[src/rtl/bfloat_pkg.sv]
// Shared bfloat16 constants and operand types.
package bfloat_pkg;
  localparam int          BF16_W    = 16;
  localparam logic [15:0] BF16_ZERO = 16'h0000;
  localparam logic [15:0] BF16_ONE  = 16'h3F80;
  localparam logic [15:0] BF16_NAN  = 16'hFFFF;

  typedef logic [BF16_W-1:0] bf16_t;

  // Operand pair as captured by the shared adder.
  typedef struct packed {
    bf16_t a;
    bf16_t b;
  } bf16_op_t;

  // Exponent all-ones: NaN or Inf input.
  function automatic logic bf16_is_special(input bf16_t x);
    return x[14:7] == 8'hFF;
  endfunction
endpackage

[src/rtl/bfloat_add_comb.sv]
// Combinational bfloat16 adder: denormals flush to zero, truncating rounding,
// any NaN/Inf input or exponent overflow gives BF16_NAN.
module bfloat_add_comb
  import bfloat_pkg::*;
(
  input  logic [BF16_W-1:0] a,
  input  logic [BF16_W-1:0] b,
  output logic [BF16_W-1:0] y
);
  logic        swap, sl, ss, fnd;
  logic [7:0]  el, es, d, ey;
  logic [10:0] ml, ms, msh, diff, norm;
  logic [11:0] sum;
  logic [3:0]  lz;
  logic [6:0]  my;

  // Align smaller magnitude to larger, add or subtract, renormalise.
  always_comb begin
    y    = BF16_ZERO;
    fnd  = 1'b0;
    lz   = '0;
    ey   = '0;
    my   = '0;
    norm = '0;
    swap = a[14:0] < b[14:0];
    sl   = swap ? b[15]    : a[15];
    ss   = swap ? a[15]    : b[15];
    el   = swap ? b[14:7]  : a[14:7];
    es   = swap ? a[14:7]  : b[14:7];
    // Hidden bit plus 3 low guard positions; zero exponent reads as 0.0.
    ml   = (el != 8'd0) ? {1'b1, (swap ? b[6:0] : a[6:0]), 3'b000} : 11'd0;
    ms   = (es != 8'd0) ? {1'b1, (swap ? a[6:0] : b[6:0]), 3'b000} : 11'd0;
    d    = el - es;
    msh  = (d > 8'd10) ? 11'd0 : (ms >> d);
    sum  = {1'b0, ml} + {1'b0, msh};
    diff = ml - msh;
    for (int i = 10; i >= 0; i--) begin
      if (!fnd && diff[i]) begin
        fnd = 1'b1;
        lz  = 4'(10 - i);
      end
    end

    if (bf16_is_special(a) || bf16_is_special(b)) begin
      y = BF16_NAN;
    end else if (a[14:7] == 8'd0 && b[14:7] == 8'd0) begin
      y = BF16_ZERO;
    end else if (sl == ss) begin
      if (sum[11]) begin
        if (el == 8'hFE) begin
          y = BF16_NAN;
        end else begin
          ey = el + 8'd1;
          my = sum[10:4];
          y  = {sl, ey, my};
        end
      end else begin
        y = {sl, el, sum[9:3]};
      end
    end else if (diff != 11'd0 && {4'b0, lz} < el) begin
      ey   = el - {4'b0, lz};
      norm = diff << lz;
      my   = norm[9:3];
      y    = {sl, ey, my};
    end
  end
endmodule

[src/rtl/rr_arb.sv]
// Round-robin arbiter: first set req at or after ptr, wrapping N-1 -> 0.
module rr_arb #(
  parameter  int N = 4,
  localparam int W = $clog2(N)
) (
  input  logic [N-1:0] req,
  input  logic [W-1:0] ptr,
  input  logic         en,
  output logic [N-1:0] gnt,
  output logic [W-1:0] gnt_id
);
  logic         found;
  logic [W:0]   s;
  logic [W-1:0] idx;

  // Scan N positions starting at ptr; first pending request wins.
  always_comb begin
    gnt    = '0;
    gnt_id = '0;
    found  = 1'b0;
    s      = '0;
    idx    = '0;
    for (int i = 0; i < N; i++) begin
      s = (W+1)'(ptr) + (W+1)'(i);
      if (s >= (W+1)'(N)) s = s - (W+1)'(N);
      idx = s[W-1:0];
      if (en && !found && req[idx]) begin
        found    = 1'b1;
        gnt[idx] = 1'b1;
        gnt_id   = idx;
      end
    end
  end
endmodule

[src/rtl/bfloat_add_arb.sv]
// One bfloat16 adder shared by NREQ requesters, round-robin, latency 1.
module bfloat_add_arb
  import bfloat_pkg::*;
#(
  parameter  int NREQ  = 4,
  parameter  int CNT_W = 16,
  localparam int ID_W  = $clog2(NREQ)
) (
  input  logic                         clk,
  input  logic                         rst_n,
  input  logic                         en,
  input  logic [NREQ-1:0]              req_valid,
  input  logic [NREQ-1:0][BF16_W-1:0]  req_a,
  input  logic [NREQ-1:0][BF16_W-1:0]  req_b,
  output logic [NREQ-1:0]              req_ready,
  output logic                         rsp_valid,
  output logic [ID_W-1:0]              rsp_id,
  output logic [BF16_W-1:0]            rsp_data,
  output logic [CNT_W-1:0]             op_count
);
  logic [NREQ-1:0]   gnt;
  logic [ID_W-1:0]   gnt_id, rr_ptr;
  logic              hs;
  bf16_op_t          op_d, op_q;
  logic [BF16_W-1:0] sum;

  rr_arb #(.N(NREQ)) u_arb (
    .req    (req_valid),
    .ptr    (rr_ptr),
    .en     (en),
    .gnt    (gnt),
    .gnt_id (gnt_id)
  );

  assign req_ready = gnt;
  assign hs        = |(req_valid & gnt);

  // Operand mux: winner's operands, zeros when nothing is granted.
  always_comb begin
    op_d = '0;
    if (hs) begin
      op_d.a = req_a[gnt_id];
      op_d.b = req_b[gnt_id];
    end
  end

  // Handshake: capture operands, advance pointer and counter, flag response.
  always_ff @(posedge clk or negedge rst_n) begin
    if (!rst_n) begin
      rr_ptr    <= '0;
      op_count  <= '0;
      rsp_valid <= 1'b0;
      rsp_id    <= '0;
      op_q      <= '0;
    end else begin
      rsp_valid <= hs;
      if (hs) begin
        rr_ptr   <= (gnt_id == ID_W'(NREQ-1)) ? '0 : gnt_id + ID_W'(1);
        op_count <= op_count + CNT_W'(1);
        rsp_id   <= gnt_id;
        op_q     <= op_d;
      end
    end
  end

  bfloat_add_comb u_add (
    .a (op_q.a),
    .b (op_q.b),
    .y (sum)
  );

  assign rsp_data = rsp_valid ? sum : BF16_ZERO;
endmodule

[config.mk]
export PLATFORM = sky130hd
export DESIGN_NAME = bfloat_add_arb
export DESIGN_NICKNAME = d
export VERILOG_FILES = /design/src/rtl/bfloat_pkg.sv /design/src/rtl/bfloat_add_comb.sv /design/src/rtl/rr_arb.sv /design/src/rtl/bfloat_add_arb.sv
export SDC_FILE = /design/constraint.sdc
export NUM_CORES = 1
export LEC_CHECK = 0
export BUFFER_PORTS_ARGS = -buffer_cell sky130_fd_sc_hd__buf_2
export CAP_MARGIN = 20
export CORE_UTILIZATION = 54
export DETAILED_ROUTE_END_ITERATION = 10
export HOLD_SLACK_MARGIN = 0.12
export PLACE_DENSITY = 0.8
export SLEW_MARGIN = 15
export SYNTH_ARGS = -nofsm -noshare
export SYNTH_HDL_FRONTEND = slang
export SYNTH_SLANG_ARGS = --single-unit
[constraint.sdc]
create_clock -name clk -period 11.65 [get_ports clk]
set_clock_uncertainty 0.1 [all_clocks]
set_input_delay 1.165 -clock clk [delete_from_list [all_inputs] [get_ports clk]]
set_output_delay 1.165 -clock clk [all_outputs]
set_load 0.01 [all_outputs]
* Word level (Yosys, flattened, before mapping)
Cells that the tools add are included.
W data, S select, Z words.
** Cells by class
- Add/sub/neg operators :: 14
- Order comparisons :: 16
- Eq/ne operators :: 5
- Shifts and indexed selects :: 2
- Muxes and demuxes :: 72
- Bitwise logic cells :: 4
- Reduce and logical (&&, ||, !) cells :: 43
** Operators by type and width (number)
- $mux W16 :: 9
- $bmux W16 S2 :: 2
- $mux W11 :: 3
- $mux W4 :: 7
- $eq A8 B8 Y1 const B :: 3
- $mux W1 :: 24
- $logic_and A1 B1 Y1 :: 23
- $mux W2 :: 11
- $add A16 B1 Y16 const B :: 1
- $logic_not A8 Y1 :: 2
- $mux W8 :: 2
- $reduce_bool A8 Y1 :: 2
- $lt A15 B15 Y1 :: 1
- $lt A2 B3 Y1 const B :: 5
- $mux W7 :: 2
- $logic_not A1 Y1 :: 13
- $add A11 B11 Y12 :: 1
- $mux W3 :: 4
- $or A4 B4 Y4 :: 3
- $reduce_bool A11 Y1 :: 1
- $shl A11 B4 Y10 :: 1
- $shr A11 B8 Y11 :: 1
- $sub A11 B11 Y11 :: 1
- $ge A3 B3 Y1 const B :: 3
- 18 further kinds :: 31
** Word-level totals
- Bits in registers :: 53
- Input port bits :: 135
- Output and inout port bits :: 39
- Logic and storage cells :: 162

* Longest topological paths before layout
- Depth in word-level cells :: 45
- Gate-level depth with buffers :: 43
- Mapped depth without buffers :: 39

* Cells and area by module
Synthesis repeated with hierarchy kept, for this count alone.
** Unflattened totals
- Cells, all modules :: 835
- Area, all modules :: 7719.9 um^2
** Modules (own cells, without submodules)
- bfloat_add_comb :: times used 1, cells each 575, area an instance 4068.9 um^2, seq. area each 0.0 um^2
- bfloat_add_arb :: times used 1, cells each 197, area an instance 3119.2 um^2, seq. area each 1326.3 um^2
- rr_arb :: times used 1, cells each 63, area an instance 531.8 um^2, seq. area each 0.0 um^2

* Worst setup path after synthesis
No wires, ideal clock.
- Kind :: reg-to-output
- Start :: reg op_q[11] (netlist bit)
- End :: out rsp_data[14]
- Arrival :: 7.753 ns
- Required time :: 10.385 ns
- Setup slack :: 2.632 ns
- Cell stages (with the launch flop) :: 41
- Path buffers :: 5
- Cell sequence :: dfrtp_1 -> inv_1 -> ha_1 -> buf_6 -> and2_4 -> and3_4 -> a221oi_4 -> o21a_1 -> buf_6 -> buf_2 -> mux2i_1 -> ha_1 -> a21oi_1 -> o21ai_0 -> a221oi_1 -> mux2i_1 -> xnor2_1 -> nand4_2 -> [... 5 more ...] -> nor3_1 -> a211o_1 -> nor3_1 -> and4_1 -> a311o_1 -> and2_1 -> o21a_1 -> buf_2 -> inv_1 -> ha_1 -> a21oi_1 -> nor2_1 -> nand2_1 -> nand3b_1 -> a31oi_1 -> and3_1 -> o22ai_1 -> o21ai_0
** Between the ends
- Word-level cells in the longest chain between the ends :: 45
- Elaborated cells on any way between the ends :: 75
- Classes of those cells :: add/sub (5); order compare (3); eq/ne (3); shift (1); mux (36); reduce/logical (27)
** RTL lines
- from (decl) :: line bfloat_add_arb.sv:24 : bf16_op_t op_d, op_q;
- from (signal assigned) :: line bfloat_add_arb.sv:61 : op_q <= op_d;
- parallel branches: the longest is 43 deep, another holds $lt A15 B15 Y1
- $mux W16 * :: line bfloat_add_comb.sv:44 : if (bf16_is_special(a) || bf16_is_special(b)) begin
- $mux W16 * :: line bfloat_add_arb.sv:72 : assign rsp_data = rsp_valid ? sum : BF16_ZERO;
- to (decl) :: line bfloat_add_arb.sv:18 : output logic [BF16_W-1:0] rsp_data,
Every way passes the cells marked *.

* Worst setup path in the final report
- Start :: reg op_q[12] (netlist bit)
- End :: out rsp_data[3]
The elaborated chain is that of the path after synthesis.

==> metrics.cfg <==
[logic_synthesis]
synth-seq-cells = 53
synth_flop_cell = dfrtp_1
ys_warn_count = 0
ys_types = 104
synth_top_area_cell = dfrtp_1
ys_seq_area_share_pct = 17.3
yosys-top-cells-area = dfrtp_1 17%, nand2_1 10%, ha_1 7.8%
yosysTopAreaCellShare_pct = 17.3
syn_area_um2 = 7660
syn_inst = 1056
synth_nets = 1241
synth_edf_count = 0
ys_async_sr_fraction_pct = 100
syn_avg_cell_area_um2 = 7.25

[floorplan]
die_w_um = 121
core_um2 = 13900
start_util_pct = 55.2
io_pins = 174
die_y_um = 121
row_count = 43
dieArea_um2 = 14700

[worst_setup_path]
arrival_ns = 9.38
crit_slowest_cell = o21a_1
worstPathRequired_ns = 10.39
crit_buf_inv = 2
crit_top_cell = ha_1
critPathKind = register to primary output
max_stage_delay_ns = 0.62
end_kind = primary output
worstSetupStartpointType = register
critPathTopFamily = compound AO/OA/AOI/OAI gates
cp_max_fo = 18

[routing]
ant_nets = 0
wl_per_cell_um = 16.6
num_vias = 8357
wirelength_um = 22600
firstDrtPassIters = 6
vias_per_cell = 6.12
drc_errors = 0
drt_first_iter_violations = 649

[run]
maxCapViolCount = 0

[placement]
globalplace.congestion = 0.925
port_buffers = 173
hpwl_um = 18000
placed_cell_area_um2 = 8580

[global_route]
grt_pass1_vias = 7761
antenna_found_initial = 0
grt_overflow = 0
grt_pass1_wl_um = 37200
grt_max_degree = 68
grt_usage_pct = 31.2

[layout]
fill_cells = 1318
layout-drive-gt1-share_pct = 20.8
layout_commonest_cell = nand2_1
final_cell_mix = 207 x nand2_1, 173 x buf_2, 80 x o21ai_0
post-route-cell-area_um2 = 8730
area_growth_pct = 14.0
diodes = 0
nets = 1370
fin_util_pct = 62.9

[cts]
clkTransAtPathRegs_ns = 0.07
hold_buffers = 0
cts-root-buf = clkbuf_16
cts_inserted_buffers = 5
cts_max_level = 2
cts_tree = built
cts-resized-gates = 0
worstSkewPairLatency_ns = 0.30
cts.sinks = 53
clk_path_buf_depth = 2
post_cts_buffers = 0

[sta]
worstMarginPinSlew_ns = 1.06
drv_slew = 0
setup_viol = 0
rsz0062_at_grt = no
finalHoldWorstSlack_ns = 0.377
fmax_ghz = 0.0939
finalSetupTns_ns = 0
finalCritPeriodShare_pct = 91.4
period_minus_slack_ns = 10.65
slew-limit-headroom_pct = 29.1
hold_viol_final = 0

[hold_path]
hold_class = register to register

[run_status]
status = completed

[worst paths after layout]
| check | start | end | slack, ns | depth (start not counted) |
|---|---|---|---|---|
| max reg2reg | rr_ptr[0] | op_count[15] | 6.93 | 14 |
| min | op_count[15] | op_count[15] | 0.38 | 1 |
| min reg2reg | op_count[15] | op_count[15] | 0.38 | 1 |
| max in group asynchronous | rst_n | op_q[28] | 10.13 | 2 |
| max | op_q[12] | rsp_data[3] | 1.00 | 32 |
| min in group asynchronous | rst_n | op_count[8] | 0.87 | 2 |
[cells in the mapped netlist (5+ instances only)]
library cell	number
and3_1	5
and2_1	20
a21o_1	7
nor4_1	10
nor2_1	64
nor2b_1	23
o21a_1	7
o21ai_0	80
buf_2	8
clkbuf_1	36
nand4_1	16
ha_1	48
a311o_1	17
a211oi_1	30
nand2_1	207
o22ai_1	7
inv_1	51
nand3_1	46
mux2i_1	21
xnor2_1	35
a311oi_1	7
o211ai_1	5
or3_1	6
a21oi_1	62
xor2_1	7
buf_6	5
nor3_1	13
buf_1	7
o21ai_1	14
dfrtp_1	53
mux2_2	5
a221oi_1	7
nand2b_1	5
a31oi_1	12
[flip-flops by register name (all words and copies together) (netlist names)]
register,count
op_count,16
rsp_valid,1
rr_ptr,2
rsp_id,2
op_q,32
[area by class of cell]
| cell class | instances | area [µm²] | area share (%) |
|---|---|---|---|
| Sequential cell | 53 | 1330 | 15.2 |
| Inverter | 52 | 198 | 2.26 |
| Tap cell | 180 | 225 | 2.58 |
| Timing Repair Buffer | 180 | 918 | 10.5 |
| Clock buffer | 5 | 125 | 1.43 |
| Clock inverter | 3 | 28.8 | 0.330 |
| Multi-Input combinational cell | 893 | 5910 | 67.7 |
[cell families after synthesis]
group,count (synthesis),share of synthesized area [%]
compound gates,322,29.6
xor+xnor,46,5.80
fa+ha+maj,50,8.36
buf+inv,110,6.14
flops,53,17.3
mux,30,4.65
simple gates,445,28.1
[layer usage]
layer  vias up  global-route usage (%)  wire length (µm)
met4         0                    11.1               658
met3        52                    2.54              1120
met2       301                    53.4             10800
met1      3917                    41.1             10000
li1       4087                       -                 -
met5         -                       0                 0
[metrics by stage]
step / setup slack (ns) / instances
5_1_grt: 0.229 / 1366
6_report: 1.00 / 1366
2_1_floorplan: 2.63 / 1056
4_1_cts: 1.19 / 1366
3_3_place_gp: 1.71 / 1358
3_5_place_dp: 1.51 / 1358
Power is left out: the tool's default activity adds up to more than one toggle a clock period on the data nets, which glitch-free logic cannot reach.
